## src/rtl/rx_arbiter_fifo.sv

```systemverilog
// Round-robin capture of NUM_CH UART receiver bytes into one shared, channel-tagged
// first-word-fall-through FIFO, plus sticky per-channel overrun flags.

module rx_ovr_flag (
  input  logic clk,
  input  logic rst,
  input  logic set,
  input  logic clr,
  output logic flag
);
  logic flag_q, flag_d;

  // a new overrun in the same cycle as a clear must not be lost
  always_comb flag_d = set | (flag_q & ~clr);

  always_ff @(posedge clk) begin
    if (rst) flag_q <= 1'b0;
    else     flag_q <= flag_d;
  end

  assign flag = flag_q;
endmodule

module rx_arbiter_fifo #(
  parameter  int NUM_CH     = 4,
  parameter  int FIFO_DEPTH = 8,
  localparam int CW         = $clog2(NUM_CH),
  localparam int AW         = $clog2(FIFO_DEPTH)
) (
  input  logic                  clk,
  input  logic                  rst,
  input  logic [8*NUM_CH-1:0]   rx_data_in,
  input  logic [NUM_CH-1:0]     data_ready_in,
  input  logic [NUM_CH-1:0]     framing_error_in,
  input  logic [NUM_CH-1:0]     overrun_error_in,
  output logic [NUM_CH-1:0]     data_read_out,
  input  logic                  pop,
  output logic                  out_valid,
  output logic [7:0]            out_data,
  output logic [CW-1:0]         out_ch,
  output logic                  out_ferr,
  output logic [AW:0]           fifo_count,
  output logic                  fifo_full,
  input  logic                  clear_flags,
  output logic [NUM_CH-1:0]     ovr_flag
);
  localparam int CNTW = AW + 1;

  typedef enum logic [1:0] {IDLE, CAPTURE, RELEASE} state_e;

  typedef struct packed {
    logic [CW-1:0] ch;
    logic          ferr;
    logic [7:0]    data;
  } entry_t;

  state_e          state_q, state_d;
  logic [CW-1:0]   grant_q, grant_d;
  logic [CW-1:0]   last_grant_q, last_grant_d;
  logic [AW-1:0]   wr_ptr_q, wr_ptr_d;
  logic [AW-1:0]   rd_ptr_q, rd_ptr_d;
  logic [CNTW-1:0] count_q, count_d;
  entry_t          mem_q [FIFO_DEPTH];

  logic            pick_found;
  logic [CW-1:0]   pick_ch;
  logic [CW-1:0]   cand;
  int              idx;
  logic            wr_en;
  logic            do_pop;
  entry_t          wr_entry;
  entry_t          head;

  // rotating-priority search starting just after the last served channel
  always_comb begin
    pick_found = 1'b0;
    pick_ch    = last_grant_q;
    cand       = '0;
    idx        = 0;
    for (int k = 1; k <= NUM_CH; k++) begin
      idx = int'(last_grant_q) + k;
      if (idx >= NUM_CH) idx = idx - NUM_CH;
      cand = CW'(idx);
      if (!pick_found && data_ready_in[cand]) begin
        pick_found = 1'b1;
        pick_ch    = cand;
      end
    end
  end

  always_comb begin
    state_d       = state_q;
    grant_d       = grant_q;
    last_grant_d  = last_grant_q;
    wr_en         = 1'b0;
    data_read_out = '0;
    case (state_q)
      IDLE: begin
        if (pick_found && !fifo_full) begin
          grant_d = pick_ch;
          state_d = CAPTURE;
        end
      end
      CAPTURE: begin
        wr_en                  = 1'b1;
        data_read_out[grant_q] = 1'b1;
        last_grant_d           = grant_q;
        state_d                = RELEASE;
      end
      RELEASE: state_d = IDLE;
      default: state_d = IDLE;
    endcase
  end

  always_ff @(posedge clk) begin
    if (rst) begin
      state_q      <= IDLE;
      grant_q      <= '0;
      last_grant_q <= CW'(NUM_CH - 1);
    end else begin
      state_q      <= state_d;
      grant_q      <= grant_d;
      last_grant_q <= last_grant_d;
    end
  end

  // FIFO bookkeeping; a write never targets a full FIFO because fullness gates IDLE
  always_comb begin
    do_pop        = pop && (count_q != '0);
    wr_entry.ch   = grant_q;
    wr_entry.ferr = framing_error_in[grant_q];
    wr_entry.data = rx_data_in[8*grant_q +: 8];
    wr_ptr_d      = wr_ptr_q + AW'(wr_en);
    rd_ptr_d      = rd_ptr_q + AW'(do_pop);
    count_d       = count_q + CNTW'(wr_en) - CNTW'(do_pop);
  end

  always_ff @(posedge clk) begin
    if (rst) begin
      wr_ptr_q <= '0;
      rd_ptr_q <= '0;
      count_q  <= '0;
    end else begin
      wr_ptr_q <= wr_ptr_d;
      rd_ptr_q <= rd_ptr_d;
      count_q  <= count_d;
    end
  end

  always_ff @(posedge clk) begin
    if (wr_en) mem_q[wr_ptr_q] <= wr_entry;
  end

  assign head       = mem_q[rd_ptr_q];
  assign out_data   = head.data;
  assign out_ch     = head.ch;
  assign out_ferr   = head.ferr;
  assign out_valid  = (count_q != '0);
  assign fifo_full  = (count_q == CNTW'(FIFO_DEPTH));
  assign fifo_count = count_q;

  for (genvar i = 0; i < NUM_CH; i++) begin : g_ovr
    rx_ovr_flag u_flag (
      .clk  (clk),
      .rst  (rst),
      .set  (overrun_error_in[i]),
      .clr  (clear_flags),
      .flag (ovr_flag[i])
    );
  end
endmodule

```

## config.mk

```make
export PLATFORM = sky130hd
export DESIGN_NAME = rx_arbiter_fifo
export DESIGN_NICKNAME = d
export VERILOG_FILES = /design/src/rtl/rx_arbiter_fifo.sv
export SDC_FILE = /design/constraint.sdc
export NUM_CORES = 1
export LEC_CHECK = 0
export BUFFER_PORTS_ARGS = -buffer_cell sky130_fd_sc_hd__clkbuf_2
export CORE_MARGIN = 2
export CORE_UTILIZATION = 50
export DETAILED_ROUTE_END_ITERATION = 7
export GPL_ROUTABILITY_DRIVEN = 1
export PLACE_DENSITY = 0.72
export SLEW_MARGIN = 10
export SYNTH_ARGS = -nofsm -noshare
export SYNTH_HDL_FRONTEND = slang
export SYNTH_SLANG_ARGS = --single-unit
```

## constraint.sdc

```tcl
create_clock -name clk -period 2.4 [get_ports clk]
set_input_delay 0.24 -clock clk [delete_from_list [all_inputs] [get_ports clk]]
set_output_delay 0.24 -clock clk [all_outputs]
set_load 0.02 [all_outputs]
```

==> flow_results.xml <==
<?xml version="1.0" encoding="UTF-8"?>
<metrics>
  <group name="status">
    <metric name="run_status" unit="">complete, no violations</metric>
  </group>
  <group name="clock_network">
    <metric name="cts_tree" unit="">yes</metric>
    <metric name="numCtsBuffers" unit="">9</metric>
    <metric name="cts_root_buffer" unit="">sky130_fd_sc_hd__clkbuf_8</metric>
    <metric name="cts.sinks" unit="">108</metric>
    <metric name="clock_tree.htree_level_count" unit="">3</metric>
    <metric name="postCtsResizedCells" unit="">0</metric>
    <metric name="hold_buffers" unit="">0</metric>
    <metric name="cts.reportedPaths.clkPinSlew" unit="ps">100</metric>
    <metric name="clock_tree.buffer_depth" unit="">2</metric>
    <metric name="clock_latency" unit="ps">360</metric>
    <metric name="cts_setup_buffers" unit="">0</metric>
  </group>
  <group name="detailed_routing">
    <metric name="remaining_drc_errors" unit="">0</metric>
    <metric name="routed_wirelength" unit="um">8070</metric>
    <metric name="route.vias.total" unit="">2504</metric>
    <metric name="avgRoutedWirePerCell" unit="um">17.5</metric>
    <metric name="via_per_inst" unit="">5.43</metric>
    <metric name="dr.first_iter.drc_count" unit="">180</metric>
    <metric name="initial_drt_pass_iterations" unit="">4</metric>
    <metric name="drt.antenna.violating_nets" unit="">0</metric>
  </group>
  <group name="global_routing">
    <metric name="grt_max_degree" unit="">23</metric>
    <metric name="globalRouteOverflowTotal" unit="">0</metric>
    <metric name="antenna_found_initial" unit="">0</metric>
    <metric name="global_route.usage.total" unit="%">17.3</metric>
    <metric name="first_global_vias" unit="">2501</metric>
    <metric name="grt_pass1_wl" unit="um">12800</metric>
  </group>
  <group name="worst_setup_path">
    <metric name="worstPathMaxFanout" unit="">22</metric>
    <metric name="worstSetupStartpointType" unit="">flip-flop</metric>
    <metric name="critical_path_class" unit="">flip-flop to primary output</metric>
    <metric name="timing.critical_path.arrival" unit="ps">2040</metric>
    <metric name="cp_data_required_time" unit="ps">2160</metric>
    <metric name="setup.worst_path.end_class" unit="">primary output</metric>
  </group>
  <group name="synthesis">
    <metric name="synth.net_count" unit="">316</metric>
    <metric name="ys_types" unit="">33</metric>
    <metric name="synth_register_bits" unit="">108</metric>
    <metric name="synth.yosys.warnings" unit="">0</metric>
    <metric name="synth_flop_cell" unit="">sky130_fd_sc_hd__edfxtp_1</metric>
    <metric name="synth-async-reset-ratio" unit="%">0</metric>
    <metric name="synth_enable_flop_cells" unit="">88</metric>
    <metric name="synth_cells" unit="">259</metric>
    <metric name="part_of_the_yosys_area_used_for_sequential_elements" unit="%">66.1</metric>
    <metric name="synth_area" unit="sq um">4600</metric>
    <metric name="post_synthesis_mean_instance_area" unit="sq um">17.8</metric>
  </group>
  <group name="run">
    <metric name="maxCapViolCount" unit="">0</metric>
  </group>
  <group name="placed_design">
    <metric name="gp_congestion" unit="">0.751</metric>
    <metric name="hpwl" unit="um">5450</metric>
    <metric name="port_buffers" unit="">72</metric>
  </group>
  <group name="worst_hold_path">
    <metric name="worstHoldPathType" unit="">primary input to flip-flop</metric>
  </group>
  <group name="power_and_ir_drop">
    <metric name="power.density" unit="nW/um^2">997</metric>
    <metric name="static-leakage-power" unit="uW">0.00201</metric>
    <metric name="ir_worst_vdd" unit="uV">521</metric>
  </group>
  <group name="sta">
    <metric name="relSlewSlack" unit="%">50.0</metric>
    <metric name="fmax" unit="GHz">0.439</metric>
    <metric name="rsz_0062_raised_after_global_routing" unit="">false</metric>
    <metric name="min_period_over_period" unit="%">95.0</metric>
    <metric name="worst-slew-pin-transition" unit="ps">748</metric>
    <metric name="min_period" unit="ps">2280</metric>
    <metric name="number_of_setup_violations_in_the_final_report" unit="">0</metric>
    <metric name="finalClockSkew" unit="ps">10.0</metric>
    <metric name="final.setup.tns" unit="ps">0</metric>
    <metric name="timing.final.hold_violations" unit="">0</metric>
    <metric name="finalMaxSlewViolations" unit="">0</metric>
  </group>
  <group name="finish">
    <metric name="antennaDiodeCount" unit="">0</metric>
    <metric name="layout.cells.most_common" unit="">sky130_fd_sc_hd__edfxtp_1</metric>
    <metric name="areaGrowthSynthToFinish" unit="%">16.8</metric>
    <metric name="total_nets_final" unit="">402</metric>
    <metric name="most-common-layout-cells" unit="">sky130_fd_sc_hd__edfxtp_1, sky130_fd_sc_hd__clkbuf_2, sky130_fd_sc_hd__mux4_1, sky130_fd_sc_hd__nor2_1, sky130_fd_sc_hd__dfxtp_1</metric>
    <metric name="fin_util" unit="%">59.3</metric>
    <metric name="post_route_cells_drive_above_1_share" unit="%">37.1</metric>
  </group>
  <group name="die">
    <metric name="floorplan.initialDensity" unit="%">50.8</metric>
    <metric name="core_region" unit="sq um">9060</metric>
    <metric name="dieArea" unit="sq um">9990</metric>
    <metric name="die_w" unit="um">100</metric>
    <metric name="io_pins" unit="">73</metric>
    <metric name="rows" unit="">35</metric>
    <metric name="floorplan.die.height" unit="um">100</metric>
  </group>
</metrics>
[final timing paths]
kind	startpoint	end	slack (ps)	cells past startpoint
setup / recovery	rd_ptr_q[0]	out_data[1]	120	4
hold / removal	overrun_error_in[3]	g_ovr[3].u_flag.flag	80	3
setup reg to reg	fifo_count[2]	fifo_count[2]	190	11
hold reg to reg	grant_q[0]	last_grant_q[0]	480	2
[metrics by stage]
step	cells	cell area (sq um)	setup WS, ps	hold WS [ps]	power, uW
final	461	5380	120	76.7	5360
after global routing	461	5380	16.2	88.7	5660
after CTS	461	5380	76.0	56.8	5430
after detailed placement	445	5160	213	454	4290
after global placement	445	5160	256	446	4250
after floorplan	259	4600	143	357	3800
[sequential cells by signal, summed over array words and instances (netlist names)]
signal,count
fifo_count,4
g_ovr.u_flag.flag,4
grant_q,2
last_grant_q,2
mem_q,88
rd_ptr_q,3
state_q,2
wr_ptr_q,3
[critical path, cell delays in order, from the launching register on]
cell,delay (ps)
sky130_fd_sc_hd__dfxtp_1,420
sky130_fd_sc_hd__buf_12,220
sky130_fd_sc_hd__mux4_1,580
sky130_fd_sc_hd__mux2_2,290
sky130_fd_sc_hd__clkbuf_2,160
[final cells by class]
| type | instances | area [sq um] |
|---|---|---|
| Fill cell | 707 | 3690 |
| Sequential cell | 108 | 3040 |
| Multi-Input combinational cell | 128 | 1440 |
| Timing Repair Buffer | 90 | 508 |
| Tap cell | 111 | 139 |
| Clock buffer | 9 | 124 |
| Clock inverter | 7 | 90.1 |
| Inverter | 8 | 30.0 |
[logic make-up after synthesis]
| family | synth area share, % |
|---|---|
| XOR/XNOR | 0.952 |
| AND/OR/NAND/NOR | 6.31 |
| flip-flops | 66.1 |
| AO/OA/AOI/OAI | 1.82 |
| multiplexers | 19.5 |
| buffers and inverters | 2.72 |
| adder cells (fa/ha/maj) | 2.61 |
[power breakdown]
group	internal (uW)	switching (uW)
clock	511	626
sequential	2370	101
combinational	815	939
total	3690	1670
[synth_stat cells, types with 2 or more instances]
library cell | instances | area share (%)
sky130_fd_sc_hd__clkbuf_1 | 3 | 0.24
sky130_fd_sc_hd__nor4_1 | 2 | 0.27
sky130_fd_sc_hd__buf_1 | 4 | 0.33
sky130_fd_sc_hd__xnor2_1 | 3 | 0.57
sky130_fd_sc_hd__dfxtp_1 | 20 | 8.7
sky130_fd_sc_hd__mux2_2 | 11 | 2.7
sky130_fd_sc_hd__a21oi_1 | 6 | 0.65
sky130_fd_sc_hd__inv_1 | 8 | 0.65
sky130_fd_sc_hd__mux4_2 | 11 | 5.4
sky130_fd_sc_hd__nand2b_1 | 6 | 0.82
sky130_fd_sc_hd__buf_6 | 3 | 0.73
sky130_fd_sc_hd__ha_1 | 8 | 2.2
sky130_fd_sc_hd__xor2_1 | 2 | 0.38
sky130_fd_sc_hd__nor2_1 | 20 | 1.6
sky130_fd_sc_hd__nand2_1 | 9 | 0.73
sky130_fd_sc_hd__o31ai_1 | 2 | 0.33
sky130_fd_sc_hd__nand3_1 | 2 | 0.22
sky130_fd_sc_hd__buf_4 | 4 | 0.65
sky130_fd_sc_hd__nor2b_1 | 7 | 0.95
sky130_fd_sc_hd__nor3_1 | 8 | 0.87
sky130_fd_sc_hd__edfxtp_1 | 88 | 57
sky130_fd_sc_hd__nand3b_1 | 2 | 0.33
sky130_fd_sc_hd__mux4_1 | 20 | 11
[per-layer routing]
| metal | vias up | share of wire (%) | GRT usage [%] |
|---|---|---|---|
| met5 | - | 0 | 0 |
| met3 | 8 | 5.4 | 3.41 |
| li1 | 1197 | - | - |
| met4 | 0 | 1.1 | 5.37 |
| met2 | 81 | 50 | 29.3 |
| met1 | 1218 | 43 | 23.1 |
(Power assumes the default switching activity.)
